### src/rtl/fb_wr_sched.sv
// Frame-buffer write scheduler: grants the BRAM write port to one of two pixel streams, switching only at frame boundaries.
// Optional statistics counters are enabled by defining FB_WR_SCHED_STATS_EN.
module fb_wr_sched #(
  parameter int DW           = 12,
  parameter int AW           = 19,
  parameter int FRAME_PIXELS = 307200
) (
  input  logic          i_clk,
  input  logic          i_rstn,
  input  logic          i_s0_valid,
  output logic          o_s0_ready,
  input  logic [DW-1:0] i_s0_data,
  input  logic          i_s0_sof,
  input  logic          i_s1_valid,
  output logic          o_s1_ready,
  input  logic [DW-1:0] i_s1_data,
  input  logic          i_s1_sof,
  input  logic          i_sel,
  input  logic          i_freeze,
  output logic          o_we,
  output logic [AW-1:0] o_waddr,
  output logic [DW-1:0] o_wdata,
  output logic          o_grant,
  output logic          o_frame_done,
  output logic          o_resync,
  output logic [15:0]   o_frame_cnt,
  output logic [7:0]    o_resync_cnt
);

  typedef enum logic [1:0] {IDLE, SYNC, STREAM, FROZEN} state_t;

  localparam logic [AW-1:0] LAST = AW'(FRAME_PIXELS - 1);

  state_t        state;
  logic [AW-1:0] addr;
  logic          beat_valid;
  logic          beat_sof;
  logic [DW-1:0] beat_data;
  logic          beat;
  logic          resync_ev;
  logic          done_ev;

  assign o_s0_ready = (state != IDLE) && !o_grant;
  assign o_s1_ready = (state != IDLE) &&  o_grant;

  always_comb begin
    beat_valid = o_grant ? i_s1_valid : i_s0_valid;
    beat_sof   = o_grant ? i_s1_sof   : i_s0_sof;
    beat_data  = o_grant ? i_s1_data  : i_s0_data;
    beat       = beat_valid && (state != IDLE);
    // Resync takes priority over frame end: an SOF beat is always written at address 0.
    resync_ev  = (state == STREAM) && beat && beat_sof && (addr != '0);
    done_ev    = (state == STREAM) && beat && !resync_ev && (addr == LAST);
  end

  always_ff @(posedge i_clk) begin
    if (!i_rstn) begin
      state        <= IDLE;
      addr         <= '0;
      o_grant      <= 1'b0;
      o_we         <= 1'b0;
      o_waddr      <= '0;
      o_wdata      <= '0;
      o_frame_done <= 1'b0;
      o_resync     <= 1'b0;
    end else begin
      o_we         <= 1'b0;
      o_frame_done <= 1'b0;
      o_resync     <= 1'b0;
      case (state)
        IDLE: begin
          state   <= SYNC;
          o_grant <= i_sel;
        end
        SYNC: begin
          if (beat && beat_sof) begin
            o_we    <= 1'b1;
            o_waddr <= '0;
            o_wdata <= beat_data;
            addr    <= AW'(1);
            state   <= STREAM;
          end
        end
        STREAM: begin
          if (beat) begin
            o_we    <= 1'b1;
            o_wdata <= beat_data;
            if (resync_ev) begin
              o_waddr  <= '0;
              addr     <= AW'(1);
              o_resync <= 1'b1;
            end else begin
              o_waddr <= addr;
              if (done_ev) begin
                addr         <= '0;
                o_frame_done <= 1'b1;
                if (i_freeze) begin
                  state <= FROZEN;
                end else begin
                  state   <= SYNC;
                  o_grant <= i_sel;
                end
              end else begin
                addr <= addr + AW'(1);
              end
            end
          end
        end
        FROZEN: begin
          if (!i_freeze) begin
            state   <= SYNC;
            o_grant <= i_sel;
          end
        end
        default: state <= IDLE;
      endcase
    end
  end

`ifdef FB_WR_SCHED_STATS_EN
  logic [15:0] frame_cnt;
  logic [7:0]  resync_cnt;

  // Counters step together with the pulse they count, so they read updated during the pulse.
  always_ff @(posedge i_clk) begin
    if (!i_rstn) begin
      frame_cnt  <= '0;
      resync_cnt <= '0;
    end else begin
      if (done_ev) frame_cnt <= frame_cnt + 16'd1;
      if (resync_ev && (resync_cnt != '1)) resync_cnt <= resync_cnt + 8'd1;
    end
  end

  assign o_frame_cnt  = frame_cnt;
  assign o_resync_cnt = resync_cnt;
`else
  assign o_frame_cnt  = '0;
  assign o_resync_cnt = '0;
`endif

endmodule

### config.mk
export PLATFORM = sky130hd
export DESIGN_NAME = fb_wr_sched
export DESIGN_NICKNAME = d
export VERILOG_FILES = /design/src/rtl/fb_wr_sched.sv
export SDC_FILE = /design/constraint.sdc
export NUM_CORES = 1
export LEC_CHECK = 0
export ABC_AREA = 1
export BUFFER_PORTS_ARGS = -buffer_cell sky130_fd_sc_hd__buf_2
export CAP_MARGIN = 20
export CORE_UTILIZATION = 29
export DETAILED_ROUTE_END_ITERATION = 8
export PLACE_DENSITY = 0.56
export SYNTH_ARGS = -nofsm -noshare
export SYNTH_HDL_FRONTEND = slang
export SYNTH_SLANG_ARGS = --single-unit
### constraint.sdc
create_clock -name i_clk -period 1.8 [get_ports i_clk]
set_input_delay 0.09 -clock i_clk [delete_from_list [all_inputs] [get_ports i_clk]]
set_output_delay 0.09 -clock i_clk [all_outputs]
set_load 0.05 [all_outputs]
* Yosys cells after proc, flatten, opt, wreduce, memory -nomap -nowiden
Index checks and enable logic that the tools add are counted.
Storage, ports and cells: bits in registers 56, output and inout bits 61
Operators by class: $add $sub $neg 1, eq/ne operators 9, mux-type cells 32, bitwise gates (word level) 3, reductions and logical operators 21
Operator list (count):
- 2-to-1 mux 19 bit | 7
- case mux 19 bit (2 select lines) | 2
- 2-to-1 mux 12 bit | 3
- case mux 12 bit (2 select lines) | 1
- adder 19 x 1 -> 19 bit, second input constant | 1
- == test 19 bit, second input constant | 1
- nonzero test 19 bit | 1
- 2-to-1 mux 2 bit | 6
- 2-to-1 mux 1 bit | 10
- inequality test 2 bit, second input constant | 5
- logical AND 1 bit | 9
- case mux 2 bit (4 select lines) | 1
- AND reduction 3 bit | 2
- AND reduction 5 bit | 1
- == test 2 bit, second input constant | 2
- AND reduction 4 bit | 1
- nonzero test 2 bit | 2
- OR reduction 4 bit | 1
- NOT 1 bit | 3
- case mux 1 bit (3 select lines) | 1
- nonzero test 3 bit | 1
- == test 2 x 1 -> 1 bit, second input constant | 1
- logical NOT 1 bit | 2
- logical NOT 2 bit | 1
- case mux 1 bit (2 select lines) | 1

* Longest topological paths before layout
word-level depth 12, depth in mapped cells 14, depth with buffers taken out 13

* Least setup slack after synthesis
No wires, ideal clock.
path type reg2reg, start point register o_grant, end point register addr[1], arrival 1830 ps, setup slack -147 ps, stages on the path, launching flop included 12, path buffers 3, clock period less this slack 1947 ps, cell sequence dfxtp_1 buf_6 nor2_4 nand2_1 nand2_1 nand2_2 nand2_4 nand2_4 buf_6 buf_4 o21ai_0 nor2_1
Between the ends: longest elaborated chain between the ends 12, elaborated cells on any way between the ends 17
RTL lines:
- start: declaration | line 23 | output logic o_grant,
- start signal: assignment | line 73 | o_grant <= i_sel;
- start signal: assignment | line 101 | o_grant <= i_sel;
- start signal: assignment | line 112 | o_grant <= i_sel;
- 2-to-1 mux 1 bit | line 47 | beat_valid = o_grant ? i_s1_valid : i_s0_valid;
- logical AND 1 bit | line 50 | beat = beat_valid && (state != IDLE);
- logical AND 1 bit | line 52, 53
- logical AND 1 bit (2 in a row) | line 52 | resync_ev = (state == STREAM) && beat && beat_sof && (addr != '0);
- logical NOT 1 bit | line 53 | done_ev = (state == STREAM) && beat && !resync_ev && (addr == LAST);
- logical AND 1 bit (2 in a row) | line 53
- 2-to-1 mux 19 bit | line 94 | if (done_ev) begin
- 2-to-1 mux 19 bit | line 88 | if (resync_ev) begin
- 2-to-1 mux 19 bit | line 85 | if (beat) begin
- case mux 19 bit (2 select lines) | line 70 | case (state)
- end signal: assignment | line 104 | addr <= addr + AW'(1);
- end: declaration | line 35 | logic [AW-1:0] addr;
Several ways; a longest one is shown, not always the timed one. The select of a mux whose other input is x is not followed. A chain may end at the register's enable or synchronous reset.

* Final worst setup path
start point register state[0], end point register addr[7]
Between the ends: longest elaborated chain between the ends 12, elaborated cells on any way between the ends 19
RTL lines:
- start: declaration | line 34 | state_t state;
- start signal: assignment | line 58 | state <= IDLE;
- start signal: assignment | line 72 | state <= SYNC;
- start signal: assignment | line 81 | state <= STREAM;
- nonzero test 2 bit | line 50
- logical AND 1 bit | line 50
- logical AND 1 bit | line 52, 53
- logical AND 1 bit (2 in a row) | line 52
- logical NOT 1 bit | line 53
- logical AND 1 bit (2 in a row) | line 53
- 2-to-1 mux 19 bit | line 94
- 2-to-1 mux 19 bit | line 88
- 2-to-1 mux 19 bit | line 85
- case mux 19 bit (2 select lines) | line 70
Several ways; a longest one is shown, not always the timed one. The select of a mux whose other input is x is not followed.

==> reports/qor.yml <==
logic_synthesis:
  synthTopCellsByArea: "dfxtp_1, nand2_1, nand3_1"
  synth_top_area_share: 0.381
  synth_fa_ha_area_frac: 0.0298
  synthArstFlopShare: 0
  yosys_warnings: 0
  synth_top_family_by_area: "simple AND/OR/NAND/NOR gates"
  synth_xor_area_frac: 0.0268
  synthFlopType: "dfxtp_1"
  synth.most_common_cell: "nand2_1"
  yosys_register_bits: 56
  synthDistinctLibCells: 29
  yosys.area_share.simple: 0.315
  synth_edf_count: 0
  synth_mux_area_frac: 0
  yosys-top-cells-count: "nand2_1, dfxtp_1, nand3_1, nor2_1, inv_1"
  synth_compound_area_frac: 0.102
  netlist_area_um2: 2940
  yosys.area.top_type: "dfxtp_1"
  syn_inst: 415
  synth_area_per_cell_um2: 7.09
  ys_seq_area_frac: 0.381
critical_path:
  crit_chain: "inv_4 > ha_4 > inv_4 > nand3_2 > nand2_2 > nand2_4 > nand2_4 > nand2_8 > buf_6 > nor2_4 > nand2_2 > xor2_1 > nor2_1"
  r2r_start: "state[0]"
  crit_type: "reg -> reg"
  crit_slowest_cell: "dfxtp_4"
  path_max_fanout: 8
  critPathMaxStageDelay_ns: 0.39
  critPathBufInv: 3
  start_kind: "flop"
  crit_start: "state[0]"
  endpoint_kind: "flop"
  worstPathArrival_ns: 1.97
  required_ns: 2.06
  critical_path.top_delay_family: "simple AND/OR/NAND/NOR gates"
global_route:
  grt_pass1_vias: 2541
  grtUsageTotal: 0.140
  grt_pass1_wl_um: 11800
  antenna_found_initial: 0
  grt_max_degree: 26
  grt_overflow: 0
timing:
  rsz0062_at_grt: "true"
  fin_skew_ns: 0.00732
  fin_crit_sh: 0.950
  finalHoldViolCount: 0
  hold_slack_ns: 0.0355
  fmax_ghz: 0.585
  slew_violations: 0
  post-route-min-period_ns: 1.71
  setup_viol: 0
  tns_ns: 0
flow_run:
  maxCapViolations: 0
floorplanning:
  fp.coreArea_um2: 9820
  dieWidth_um: 103
  fp.dieH_um: 103
  dieArea_um2: 10600
  initial_core_util: 0.300
  ioPinCount: 93
  num_rows: 36
pwr:
  power_density_nw_per_um2: 1330
  irDropWorstVdd_uv: 883
  p_leak_nw: 1.58
routing:
  dr.pass1.iters: 4
  drt_iter0_drc: 96
  ant_nets: 0
  num_vias: 2775
  viasPerCell: 4.48
  drc_errors: 0
  wl_per_cell_um: 11.4
  wirelength_um: 7050
placement:
  dp_hpwl_um: 5310
  portBuffers: 68
  place_area_um2: 3390
  place.gp.congestion: 0.822
  placed_cells: 609
clocking:
  cts_tree: "yes"
  root_buffer: "clkbuf_8"
  cts.clk_slew.worst_paths_ns: 0.10
  clk_latency_ns: 0.31
  cts_buffers: 5
  cts_sinks: 56
  h-tree-depth: 2
  clk_path_buf_depth: 2
min_path:
  hp-class: "in -> reg"
  hold_start: "i_s1_data[10]"
finish:
  multi_input_area_um2: 1590
  final_cells: 620
  nNetsFinal: 525
  fill_cells: 1074
  seqCellArea_um2: 1140
  syn2layout_area_growth_pct: 24.5
  n_antenna_cell: 0
  finish.instance_area_um2: 3660
  drive_above_1_share: 0.277
status:
  status: "completed"
power by group:
group / switching, mW / internal (mW) / leakage (nW)
sequential: 0.168 / 1.46 / 0.458
combinational: 1.69 / 0.722 / 1.07
clock: 0.416 / 0.421 / 0.0558
total: 2.27 / 2.60 / 1.58
placed cells by master, fill, tap and decap left out:
master	count
xnor2_1	5
nand2_1	85
dfxtp_1	49
nand2_8	1
nand3_4	1
nor2_2	3
clkbuf_8	5
inv_8	1
inv_4	3
nand2_2	7
a21oi_2	1
o21ai_0	16
dfxtp_2	4
nor3_1	5
nand4_1	2
ha_2	1
inv_6	2
ha_4	1
nor2_1	41
nand2_4	3
nor3b_2	1
buf_6	2
a31oi_1	13
bufinv_16	1
nor2_4	6
buf_4	13
buf_2	68
inv_2	1
or2_1	1
buf_12	3
conb_1	24
dfxtp_4	3
inv_1	26
clkbuf_1	1
nand3_2	4
o21ai_1	4
nand3_1	48
xor2_1	4
ha_1	5
a21oi_1	23
cells by family after synthesis:
logic type / count (synthesis)
compound gates: 57
simple gates: 208
other cells: 1
fa+ha+maj: 7
xor+xnor: 9
buf+inv: 77
flops: 56
state kept, by name, summed over array words and instances, names as in the netlist:
name and cells:
o_resync 1, state 2, addr 19, o_frame_done 1, o_wdata 12, o_waddr 19
o_grant 1, o_we 1
worst paths after layout:
kind | end | depth (start not counted) | slack [ns]
max | addr[7] | 13 | 0.09
min | o_wdata[10] | 3 | 0.04
max reg2reg | addr[7] | 13 | 0.09
min reg2reg | o_waddr[0] | 2 | 0.46
routing by layer:
layer	vias up	wire length [µm]	GRT usage	part of all wire
met3	4	443	0.0332	0.063
met1	1249	3380	0.188	0.48
met2	90	3190	0.229	0.45
met5	-	0	0	0
li1	1432	-	-	-
met4	0	41	0.0293	0.0058
stage by stage:
step / utilization / setup slack, ns / power, mW
2_1_floorplan: - / 0.00305 / 3.37
6_report: 0.373 / 0.0896 / 4.87
3_3_place_gp: 0.345 / 0.104 / 3.79
5_1_grt: 0.373 / -0.0437 / 5.18
4_1_cts: 0.357 / 0.00264 / 4.67
3_5_place_dp: 0.345 / 0.0178 / 3.81
layout make-up:
cell class / count / area share
multi-input combinational: 305 / 0.433
tap: 133 / 0.0454
clock inverter: 2 / 0.0106
clock buffer: 6 / 0.0198
sequential: 56 / 0.310
inverter: 32 / 0.0383
timing repair buffer: 86 / 0.142
worst reg2reg max path, stage by stage, from the launching register on:
cell and delay, ns:
dfxtp_4 0.39, inv_4 0.05, ha_4 0.18, inv_4 0.07
nand3_2 0.06, nand2_2 0.10, nand2_4 0.06, nand2_4 0.12
nand2_8 0.09, buf_6 0.13, nor2_4 0.12, nand2_2 0.06
xor2_1 0.14, nor2_1 0.09
timing repair:
item	in CTS	in global routing
resized for setup	0	43
setup endpoints to repair	0	53
hold buffers	0	0
setup buffers	0	3
Note: power is estimated with default switching activity, not from simulation.
